File: config.mk
export PLATFORM = sky130hd
export DESIGN_NAME = matmul_engine
export DESIGN_NICKNAME = d
export VERILOG_FILES = /design/src/rtl/matmul_engine_pkg.sv /design/src/rtl/matmul_engine_mac.sv /design/src/rtl/matmul_engine.sv
export SDC_FILE = /design/constraint.sdc
export NUM_CORES = 1
export LEC_CHECK = 0
export ABC_AREA = 0
export CAP_MARGIN = 25
export CORE_ASPECT_RATIO = 0.7
export CORE_MARGIN = 2
export CORE_UTILIZATION = 57
export DETAILED_ROUTE_END_ITERATION = 10
export PLACE_DENSITY_LB_ADDON = 0.15
export SLEW_MARGIN = 20
export SYNTH_ARGS = -nofsm -noshare
export SYNTH_HDL_FRONTEND = slang
export SYNTH_SLANG_ARGS = --single-unit
File: constraint.sdc
create_clock -name slow_clk -period 4.8 [get_ports slow_clk]
set_input_delay 0.96 -clock slow_clk [delete_from_list [all_inputs] [get_ports slow_clk]]
set_output_delay 0.96 -clock slow_clk [all_outputs]
set_load 0.005 [all_outputs]
File: src/rtl/matmul_engine_pkg.sv
// Shared definitions for the matrix-multiply sequencer and its neighbours
// (memories and the UART transmit stage use the same address width).
package matmul_engine_pkg;

  localparam int ADDR_W_DEF = 6;

  // Encodings are visible on the LEDs through state_out, so keep them fixed.
  typedef enum logic [2:0] {
    ST_IDLE  = 3'd0,
    ST_CLEAR = 3'd1,
    ST_FETCH = 3'd2,
    ST_WAIT  = 3'd3,
    ST_MAC   = 3'd4,
    ST_WRITE = 3'd5,
    ST_DONE  = 3'd6
  } state_t;

endpackage

File: src/rtl/matmul_engine_mac.sv
// Multiply-accumulate datapath: one running dot product, plus a flag that
// tells the sequencer the sum no longer fits in a result element.
module mat_mac #(
  parameter int DATA_W = 8,
  parameter int ACC_W  = 17
) (
  input  logic              slow_clk,
  input  logic              rst,
  input  logic              clear,
  input  logic              en,
  input  logic [DATA_W-1:0] a,
  input  logic [DATA_W-1:0] b,
  output logic [ACC_W-1:0]  acc,
  output logic              hi_nonzero
);

  logic [2*DATA_W-1:0] prod;

  assign prod = a * b;

  // clear wins over en so a WRITE cycle always leaves a fresh accumulator.
  always_ff @(posedge slow_clk or posedge rst) begin
    if (rst) begin
      acc <= '0;
    end else if (clear) begin
      acc <= '0;
    end else if (en) begin
      acc <= acc + ACC_W'(prod);
    end
  end

  assign hi_nonzero = |acc[ACC_W-1:DATA_W];

endmodule

File: src/rtl/matmul_engine.sv
// Sequencer computing R = A x B for N x N unsigned matrices held in
// synchronous-read memories; results are written in row-major order.
module matmul_engine
  import matmul_engine_pkg::*;
#(
  parameter int N      = 2,
  parameter int DATA_W = 8,
  parameter int ADDR_W = ADDR_W_DEF
) (
  input  logic              slow_clk,
  input  logic              rst,
  input  logic              start,
  output logic              a_read,
  output logic [ADDR_W-1:0] a_addr,
  input  logic [DATA_W-1:0] a_data,
  output logic              b_read,
  output logic [ADDR_W-1:0] b_addr,
  input  logic [DATA_W-1:0] b_data,
  output logic              r_write,
  output logic [ADDR_W-1:0] r_addr,
  output logic [DATA_W-1:0] r_value,
  output logic              busy,
  output logic              done,
  output logic              ovf,
  output logic [2:0]        state_out
);

  localparam int CNT_W = (N > 1) ? $clog2(N) : 1;
  localparam int ACC_W = 2 * DATA_W + $clog2(N);

  state_t state, state_next;

  logic             start_q;
  logic [CNT_W-1:0] i, j, k;
  logic             last_i, last_j, last_k;
  logic             ovf_q;

  logic             mac_clear, mac_en;
  logic [ACC_W-1:0] acc;
  logic             hi_nonzero;

  logic [ADDR_W-1:0] addr_ik, addr_kj, addr_ij;

  assign last_i = (i == CNT_W'(N - 1));
  assign last_j = (j == CNT_W'(N - 1));
  assign last_k = (k == CNT_W'(N - 1));

  assign addr_ik = ADDR_W'(i) * ADDR_W'(N) + ADDR_W'(k);
  assign addr_kj = ADDR_W'(k) * ADDR_W'(N) + ADDR_W'(j);
  assign addr_ij = ADDR_W'(i) * ADDR_W'(N) + ADDR_W'(j);

  mat_mac #(
    .DATA_W (DATA_W),
    .ACC_W  (ACC_W)
  ) u_mac (
    .slow_clk   (slow_clk),
    .rst        (rst),
    .clear      (mac_clear),
    .en         (mac_en),
    .a          (a_data),
    .b          (b_data),
    .acc        (acc),
    .hi_nonzero (hi_nonzero)
  );

  always_ff @(posedge slow_clk or posedge rst) begin
    if (rst) begin
      state   <= ST_IDLE;
      start_q <= 1'b0;
    end else begin
      state   <= state_next;
      start_q <= start;
    end
  end

  // k walks the dot product, j then i walk the result in row-major order.
  always_ff @(posedge slow_clk or posedge rst) begin
    if (rst) begin
      i     <= '0;
      j     <= '0;
      k     <= '0;
      ovf_q <= 1'b0;
    end else begin
      case (state)
        ST_CLEAR: begin
          i     <= '0;
          j     <= '0;
          k     <= '0;
          ovf_q <= 1'b0;
        end
        ST_MAC: begin
          if (!last_k) k <= k + 1'b1;
        end
        ST_WRITE: begin
          k <= '0;
          if (hi_nonzero) ovf_q <= 1'b1;
          if (!last_j) begin
            j <= j + 1'b1;
          end else if (!last_i) begin
            j <= '0;
            i <= i + 1'b1;
          end
        end
        default: ;
      endcase
    end
  end

  always_comb begin
    state_next = state;
    a_read     = 1'b0;
    b_read     = 1'b0;
    a_addr     = '0;
    b_addr     = '0;
    r_write    = 1'b0;
    r_addr     = '0;
    r_value    = '0;
    busy       = 1'b0;
    done       = 1'b0;
    mac_clear  = 1'b0;
    mac_en     = 1'b0;
    case (state)
      ST_IDLE: begin
        if (start && !start_q) state_next = ST_CLEAR;
      end
      ST_CLEAR: begin
        busy       = 1'b1;
        mac_clear  = 1'b1;
        state_next = ST_FETCH;
      end
      ST_FETCH: begin
        busy       = 1'b1;
        a_read     = 1'b1;
        b_read     = 1'b1;
        a_addr     = addr_ik;
        b_addr     = addr_kj;
        state_next = ST_WAIT;
      end
      ST_WAIT: begin
        busy       = 1'b1;
        state_next = ST_MAC;
      end
      ST_MAC: begin
        busy       = 1'b1;
        mac_en     = 1'b1;
        state_next = last_k ? ST_WRITE : ST_FETCH;
      end
      // The accumulator is cleared at the end of WRITE, after its low bits are stored.
      ST_WRITE: begin
        busy       = 1'b1;
        r_write    = 1'b1;
        r_addr     = addr_ij;
        r_value    = acc[DATA_W-1:0];
        mac_clear  = 1'b1;
        state_next = (last_i && last_j) ? ST_DONE : ST_FETCH;
      end
      ST_DONE: begin
        done       = 1'b1;
        state_next = ST_IDLE;
      end
      default: state_next = ST_IDLE;
    endcase
  end

  assign ovf       = ovf_q;
  assign state_out = state;

endmodule
==> impl_metrics.py, run 1 <==
metrics = {
    "run_status": {
        "outcome": "finished clean",
    },
    "worst_setup_path": {
        "start_kind": "input port",
        "critical_path_class": "input port to flip-flop",
        "crit_path_max_fanout": 6,
        "cp-end-kind": "flip-flop",
        "crit_arrival_ps": 4890,
        "critical_path_required_ps": 4960,
        "cpMostUsedCell": "fa_1",
        "cp_slowest_stage_delay_ps": 520,
        "cp_cell_sequence": "buf_4, buf_4, and2_1, fa_1, fa_1, fa_1, inv_2, fa_1, inv_1, ha_2, a21o_4, a31o_1, a41o_1, or4_1, a32o_1",
        "crit_slowest_cell": "fa_1",
        "startpoint": "b_data[5]",
        "timing.rr.start": "u_mac.acc[7]",
    },
    "placement": {
        "place_area_mm2": 0.00453,
        "dp.cells": 598,
        "gp_congestion": 0.838,
        "io_buffers": 41,
        "hpwl_um": 7180,
    },
    "global_route": {
        "antenna_found_initial": 0,
        "grt_pass1_vias": 3120,
        "overflow": 0,
        "grt_max_degree": 26,
        "grtUsageTotal": 0.250,
        "grt_pass1_wl_um": 14500,
    },
    "timing": {
        "tightest_slew_ps": 836,
        "finalSetupTns_ps": 0,
        "relSlewSlack": 0.440,
        "finalHoldViolCount": 0,
        "finalWorstPathRequiredPeriod_ps": 4730,
        "setup_viol": 0,
        "worst_clock_skew_ps": 3.52,
        "fmax_ghz": 0.211,
        "finalCritPeriodShare": 0.986,
        "slew_viol_final": 0,
    },
    "clock_network": {
        "ctsHtreeMaxLevel": 1,
        "clk_latency_ps": 270,
        "cts_hold_buf": 0,
        "cts.sinks": 25,
        "cts_tree": "done",
        "cts_root_buf": "clkbuf_8",
        "clock_path_buffers": 2,
        "cts_buffers": 3,
        "clk_pin_slew_worst_paths_ps": 90,
    },
    "final_layout": {
        "antenna_cells": 0,
        "layout.nets": 626,
        "drive_above_1_share": 0.189,
        "area_delta_synth_final_pct": 24.5,
        "final_common_cell": "inv_1",
        "fin_area_mm2": 0.00474,
        "layout_common_cells": "inv_1 (99), fa_1 (46), buf_4 (45)",
        "num-fill-cells": 490,
        "final_cell_count_no_fill": 609,
    },
    "hold_path": {
        "hp-start": "u_mac.acc[5]",
        "min_path_type": "flip-flop to flip-flop",
    },
    "route": {
        "routed_via_density": 5.12,
        "wl_per_cell_um": 14.3,
        "drt_iter0_markers": 120,
        "route.antenna.remaining_nets": 0,
        "drcViolationCount": 0,
        "drtPass1Iterations": 4,
        "num_vias": 3120,
        "finalWirelength_um": 8710,
    },
    "floorplan": {
        "coreArea_mm2": 0.00634,
        "initial_core_util": 0.601,
        "rows": 24,
        "num_io_pins": 54,
        "chipHeight_um": 72.4,
        "die_width_um": 102,
        "die-area_mm2": 0.00735,
    },
    "synth": {
        "synth.top_cells.by_area": "fa_1 (26%), dfrtp_1 (16%), ha_1 (12%)",
        "muxShareOfSynthArea": 0.00263,
        "synth_edf_count": 0,
        "synth-adder-area-share": 0.388,
        "synthArstFlopShare": 1.00,
        "synthXorXnorAreaFrac": 0.0230,
        "avgSynthCellArea_um2": 8.57,
        "ys.warnings.count": 0,
        "ys.flop_type": "dfrtp_1",
        "yosysSeqAreaShare": 0.164,
        "syn-cell-area_mm2": 0.00380,
        "yosys.area_share.simple": 0.173,
        "netlist_instances": 444,
        "synth_compound_area_frac": 0.105,
        "ys_ff_latch": 25,
        "synth_top_area_frac": 0.263,
        "yosysTopAreaCell": "fa_1",
        "synth_top_family_by_area": "adder cells",
        "yosysUniqueCellTypes": 44,
    },
    "job": {
        "drv_cap": 0,
    },
    "power_and_ir_drop": {
        "power_w": 0.00263,
        "p_leak_nw": 2.48,
        "p_per_area_mw_per_mm2": 555,
        "vdd_ir_drop_max_uv": 440,
    },
}
routing by layer:
layer / wire length [um] / vias up / global-route usage
li1: - / 1506 / -
met1: 3800 / 1537 / 0.356
met2: 4340 / 71 / 0.412
met3: 512 / 6 / 0.0462
met4: 48 / 0 / 0.0375
met5: 0 / - / 0
state kept, by name, indices dropped and copies added (netlist names):
name / cells
u_mac.acc: 17
state_out: 3
i: 1
j: 1
k: 1
ovf: 1
start_q: 1
worst paths after layout:
| path | endpoint | slack, ps | depth (start not counted) |
|---|---|---|---|
| max in group asynchronous | state_out[2] | 3510 | 3 |
| min reg2reg | u_mac.acc[5] | 530 | 2 |
| min in group asynchronous | u_mac.acc[14] | 920 | 2 |
| max reg2reg | u_mac.acc[11] | 490 | 16 |
| max | u_mac.acc[15] | 70 | 15 |
| min | u_mac.acc[5] | 530 | 2 |
through the flow:
stage                     setup WS (ps)  hold WS, ps  utilization
after floorplan                    16.4          464            -
after global placement             -758          486        0.715
after detailed placement           -885          504        0.715
after CTS                          8.84          531        0.724
after global routing              -62.7          555        0.748
final                              66.5          529        0.748
where the power goes:
part	leakage (nW)	internal (W)	switching [W]
clock network	0.0228	0.0000594	0.0000654
logic	2.12	0.00104	0.00109
registers	0.334	0.000278	0.0000981
synthesized netlist by cell type (all sizes together), types with 3 or more instances:
cell type and n:
o21ai 16, xor2 7, inv 103, nor3 3
xnor2 3, nand3 3, and3 10, dfrtp 25
nor2 11, nand4 3, a22o 6, a21oi 18
clkbuf 11, ha 38, fa 50, a21o 3
and2 39, nand2 49, buf 15, nand2b 3
o211ai 3
final cells by class:
cell class	count	area [um^2]	area share
tap	91	114	0.0240
inverter	103	387	0.0816
sequential	25	626	0.132
multi-input combinational	301	2820	0.596
clock buffer	4	45.0	0.00951
timing repair buffer	85	744	0.157
cell families after synthesis:
logic type / count (synthesis)
other cells: 1
fa+ha+maj: 88
buf+inv: 129
mux: 1
compound gates: 61
xor+xnor: 10
simple gates: 129
flops: 25
repair_timing:
action	CTS	global route
pin swaps	13	19
buffers inserted	3	3
gates resized for setup	78	45
setup endpoints to repair	9	5
worst max-delay path, delay by kind of cell:
kind / cells / cell delay (ps)
and+or+nand+nor: 2 / 550
buffers and inverters: 4 / 360
adders and majority gates: 5 / 2150
AOI/OAI and AO/OA: 4 / 880
No activity file was read; power rests on OpenSTA's default activity.
==> run 2, diff against run 1 <==
--- a/config.mk
+++ b/config.mk
@@ -12,6 +12,7 @@
 export CORE_UTILIZATION = 57
 export DETAILED_ROUTE_END_ITERATION = 10
 export PLACE_DENSITY_LB_ADDON = 0.15
+export REMOVE_ABC_BUFFERS = 1
 export SLEW_MARGIN = 20
 export SYNTH_ARGS = -nofsm -noshare
 export SYNTH_HDL_FRONTEND = slang
==> impl_metrics.py, run 2 (synthesis gave the netlist of run 1 again) <==
metrics = {
    "run_status": {
        "outcome": "finished clean",
    },
    "job": {
        "drv_cap": 0,
    },
    "floorplan": {
        "die_width_um": 102,
        "die-area_mm2": 0.00735,
        "coreArea_mm2": 0.00634,
        "initial_core_util": 0.601,
        "num_io_pins": 54,
        "rows": 24,
        "chipHeight_um": 72.4,
    },
    "timing": {
        "finalWorstSetupSlack_ps": 69.3,
        "setup_viol": 0,
        "relSlewSlack": 0.459,
        "tightest_slew_ps": 808,
        "slew_viol_final": 0,
        "worst_clock_skew_ps": 5.41,
        "fmax_ghz": 0.211,
        "finalWorstPathRequiredPeriod_ps": 4730,
        "whs_ps": 521,
        "finalHoldViolCount": 0,
        "rsz0062_at_grt": "yes",
        "finalCritPeriodShare": 0.986,
    },
    "hold_path": {
        "min_path_type": "flip-flop to flip-flop",
    },
    "placement": {
        "preCtsSetupSlack_ps": -977,
        "hpwl_um": 7060,
        "place_area_mm2": 0.00454,
        "gp_congestion": 0.876,
        "io_buffers": 41,
    },
    "clock_network": {
        "cts_root_buf": "clkbuf_8",
        "clk_latency_ps": 280,
        "ctsHtreeMaxLevel": 1,
        "clock_path_buffers": 2,
        "cts.sinks": 25,
        "clk_pin_slew_worst_paths_ps": 90,
        "cts_buffers": 3,
        "cts_tree": "done",
    },
    "final_layout": {
        "layout_common_cells": "inv_1 (95), buf_4 (46), nand2_1 (41)",
        "area_delta_synth_final_pct": 28.1,
        "drive_above_1_share": 0.234,
        "regMostFlops": "u_mac.acc",
        "largest_register_ffs": 17,
        "layout.nets": 634,
        "final_common_cell": "inv_1",
        "post-route-util": 0.769,
        "num-fill-cells": 452,
        "antenna_cells": 0,
        "fin_area_mm2": 0.00487,
    },
    "worst_setup_path": {
        "cp-end-kind": "flip-flop",
        "crit_arrival_ps": 4900,
        "critical_path_class": "input port to flip-flop",
        "start_kind": "input port",
        "crit_path_max_fanout": 3,
        "critical_path_required_ps": 4970,
    },
    "global_route": {
        "grtUsageTotal": 0.254,
        "grt_max_degree": 26,
        "grt_pass1_wl_um": 14700,
        "antenna_found_initial": 0,
        "grt_pass1_vias": 3225,
        "overflow": 0,
    },
    "power_and_ir_drop": {
        "p_per_area_mw_per_mm2": 573,
        "vdd_ir_drop_max_uv": 421,
        "power_w": 0.00279,
        "p_leak_nw": 2.52,
    },
    "route": {
        "drtPass1Iterations": 5,
        "num_vias": 3217,
        "wl_per_cell_um": 14.3,
        "route.antenna.remaining_nets": 0,
        "drt_iter0_markers": 163,
        "drcViolationCount": 0,
        "finalWirelength_um": 8830,
        "routed_via_density": 5.21,
    },
}
## run 2: cell count changes in the layout (fill, tap and decap cells not counted), moves of 2 or more
| cell | delta |
|---|---|
| buf_6 | +3 |
| ha_4 | +2 |
| fa_2 | +6 |
| fa_1 | -6 |
| inv_2 | +5 |
| and2_1 | -3 |
| buf_2 | +3 |
| and2_4 | +3 |
| inv_1 | -4 |
## run 2: metal layers
layer  routed length (um)  global-route usage  vias to the layer above
met5                    0                   0                        -
met4                   89              0.0255                        0
met3                  571              0.0385                       16
met2                 4270               0.420                      100
met1                 3900               0.369                     1573
li1                     -                   -                     1528
## run 2: power breakdown
group | leakage, nW | internal (W) | switching, W
Clock | 0.0255 | 0.0000583 | 0.0000705
Sequential | 0.334 | 0.000278 | 0.000101
Combinational | 2.16 | 0.00113 | 0.00116
Total | 2.52 | 0.00147 | 0.00133
## run 2: worst max-delay path: stages
cell and delay (ps):
buf_4 110, buf_4 110, nand2_2 50, fa_1 480, inv_1 50, fa_1 470
fa_1 580, inv_2 50, fa_1 510, inv_2 50, ha_4 280, buf_6 110
nand2_2 50, o211ai_1 260, and4_1 270, buf_4 120, buf_4 90, o31ai_1 50
a32o_1 260
## run 2: worst paths after layout
check | slack, ps | start | cells after the start | to
max | 70 | a_data[6] | 19 | u_mac.acc[15]
min | 520 | u_mac.acc[5] | 2 | u_mac.acc[5]
max reg2reg | 520 | u_mac.acc[7] | 17 | u_mac.acc[15]
min reg2reg | 520 | u_mac.acc[5] | 2 | u_mac.acc[5]
max in group asynchronous | 3410 | rst | 3 | state_out[0]
min in group asynchronous | 970 | rst | 2 | u_mac.acc[16]
## run 2: repair_timing
| action | 4_1_cts | 5_1_grt |
|---|---|---|
| gates resized for setup | 91 | 54 |
| pin swaps | 26 | 34 |
| buffers inserted | 6 | 2 |
| hold buffers | 0 | 0 |
| endpoints found under the setup margin | 9 | 7 |
## run 2: final cells by class
type	instances	area (um^2)	area share
flip-flops and latches	25	626	0.128
inverters	103	387	0.0793
well taps	91	114	0.0234
repair buffers	93	818	0.168
clock buffers	3	41.3	0.00847
clock inverters	1	5.00	0.00103
multi-input cells	301	2880	0.592
## run 2: stage by stage
step / std cells / setup TNS, ps
4_1_cts: 614 / 0
6_report: 617 / 0
3_5_place_dp: 604 / -6400
2_1_floorplan: 429 / -299
5_1_grt: 617 / -20.0
3_3_place_gp: 604 / -5520
==> run 3, diff against run 2 <==
--- a/config.mk
+++ b/config.mk
@@ -7,11 +7,10 @@
 export LEC_CHECK = 0
 export ABC_AREA = 0
 export CAP_MARGIN = 25
-export CORE_ASPECT_RATIO = 0.7
 export CORE_MARGIN = 2
 export CORE_UTILIZATION = 57
 export DETAILED_ROUTE_END_ITERATION = 10
-export PLACE_DENSITY_LB_ADDON = 0.15
+export PLACE_DENSITY = 0.88
 export REMOVE_ABC_BUFFERS = 1
 export SLEW_MARGIN = 20
 export SYNTH_ARGS = -nofsm -noshare
==> impl_metrics.py, run 3 (synthesis gave the netlist of run 1 again) <==
metrics = {
    "worst_setup_path": {
        "crit_slowest_cell": "fa_1",
        "timing.rr.start": "u_mac.acc[7]",
        "cp-end-kind": "flip-flop",
        "start_kind": "input port",
        "critical_path_required_ps": 4960,
        "crit_arrival_ps": 5210,
        "cp_cell_sequence": "clkdlybuf4s15_2, buf_4, nand2_1, fa_1, inv_1, ha_1, fa_1, inv_1, fa_1, inv_1, ha_1, nand2_1, nor3_1, and4_1, o31ai_1, a32o_1",
        "reg2reg_slack_ps": 240,
        "cp_slowest_stage_delay_ps": 570,
        "startpoint": "a_data[7]",
        "crit_path_max_fanout": 5,
        "critical_path_class": "input port to flip-flop",
    },
    "floorplan": {
        "rows": 29,
        "initial_core_util": 0.596,
        "coreArea_mm2": 0.00639,
        "die-area_mm2": 0.00734,
        "chipHeight_um": 85.7,
        "die_width_um": 85.7,
        "num_io_pins": 54,
    },
    "global_route": {
        "antenna_found_initial": 0,
        "grt_pass1_wl_um": 16300,
        "grtUsageTotal": 0.274,
        "grt_pass1_vias": 3594,
        "overflow": 0,
        "grt_max_degree": 26,
    },
    "run_status": {
        "outcome": "complete, but fails checks",
        "failed_checks": "setup timing",
    },
    "final_layout": {
        "num-fill-cells": 392,
        "post-route-util": 0.742,
        "layout.nets": 631,
        "layout_common_cells": "inv_1 (97), nand2_1 (47), buf_4 (46)",
        "fin_area_mm2": 0.00474,
        "final_common_cell": "inv_1",
        "drive_above_1_share": 0.205,
        "largest_register_ffs": 17,
        "area_delta_synth_final_pct": 24.5,
        "regMostFlops": "u_mac.acc",
        "antenna_cells": 0,
    },
    "route": {
        "drtPass1Iterations": 5,
        "num_vias": 3546,
        "route.antenna.remaining_nets": 0,
        "drt_iter0_markers": 280,
        "drcViolationCount": 0,
        "routed_via_density": 5.91,
        "wl_per_cell_um": 19.5,
        "finalWirelength_um": 11700,
    },
    "power_and_ir_drop": {
        "vdd_ir_drop_max_uv": 336,
        "p_per_area_mw_per_mm2": 654,
        "p_leak_nw": 2.48,
    },
    "clock_network": {
        "cts.sinks": 25,
        "ctsHtreeMaxLevel": 1,
        "clk_latency_ps": 270,
        "cts_buffers": 3,
        "cts_tree": "done",
        "cts_root_buf": "clkbuf_8",
        "clk_pin_slew_worst_paths_ps": 90,
        "clock_path_buffers": 2,
        "cts_hold_buf": 0,
    },
    "timing": {
        "finalWorstPathRequiredPeriod_ps": 5050,
        "tightest_slew_ps": 922,
        "slew_viol_final": 0,
        "worst_clock_skew_ps": 2.41,
        "relSlewSlack": 0.383,
        "whs_ps": 539,
        "setup_viol": 5,
        "finalWorstSetupSlack_ps": -248,
        "finalCritPeriodShare": 1.05,
        "fmax_ghz": 0.198,
        "finalHoldViolCount": 0,
        "rsz0062_at_grt": "yes",
    },
    "job": {
        "drv_cap": 0,
    },
    "placement": {
        "io_buffers": 41,
        "hpwl_um": 7720,
        "place_area_mm2": 0.00454,
        "gp_congestion": 0.836,
    },
    "hold_path": {
        "min_path_type": "flip-flop to flip-flop",
        "hp-start": "ovf",
    },
}
==> run 3: stage by stage <==
| step | setup TNS, ps | total power [W] | instances | setup slack [ps] |
|---|---|---|---|---|
| floorplan | -299 | 0.00152 | 429 | -299 |
| global placement | -5250 | 0.00224 | 593 | -835 |
| detailed placement | -6690 | 0.00236 | 593 | -958 |
| CTS | -22.5 | 0.00258 | 598 | -22.5 |
| global route | -1210 | 0.00328 | 600 | -321 |
| finish | -578 | 0.00310 | 600 | -248 |
==> run 3: path summary, 6_finish.rpt <==
path,endpoint,cells past startpoint
hold / removal,ovf,2
max in group asynchronous,u_mac.acc[10],3
min in group asynchronous,u_mac.acc[2],2
setup reg to reg,u_mac.acc[15],15
hold reg to reg,ovf,2
setup / recovery,u_mac.acc[15],16
==> run 3: what timing repair did <==
action | CTS | global route
resized for setup | 73 | 34
buffers inserted | 2 | 1
setup endpoints to repair | 10 | 8
pin swaps | 17 | 16
==> run 3: routing by layer <==
metal / vias to the layer above / share of wire / track usage / wire, um
li1: 1512 / - / - / -
met1: 1713 / 0.36 / 0.340 / 4230
met2: 239 / 0.50 / 0.496 / 5800
met3: 82 / 0.074 / 0.0356 / 863
met4: 0 / 0.067 / 0.0866 / 785
met5: - / 0 / 0 / 0
==> run 3: power breakdown <==
part | internal, W | switching (W) | total (W)
Sequential | 0.000278 | 0.000101 | 0.000379
Combinational | 0.00117 | 0.00142 | 0.00259
Clock | 0.0000594 | 0.0000681 | 0.000128
Total | 0.00151 | 0.00159 | 0.00310
==> run 3: layout make-up <==
class                   instances  area [um^2]  area share
multi-input cells             301         2840       0.600
repair buffers                 90          742       0.157
flip-flops and latches         25          626       0.132
inverters                     103          387      0.0816
well taps                      77         96.3      0.0203
clock buffers                   4         45.0     0.00951
==> run 3: critical path: cells and delay by family <==
| kind | cells | cell delay (ps) |
|---|---|---|
| compound gates | 2 | 370 |
| buf+inv | 5 | 590 |
| simple gates | 4 | 890 |
| fa+ha+maj | 5 | 2410 |
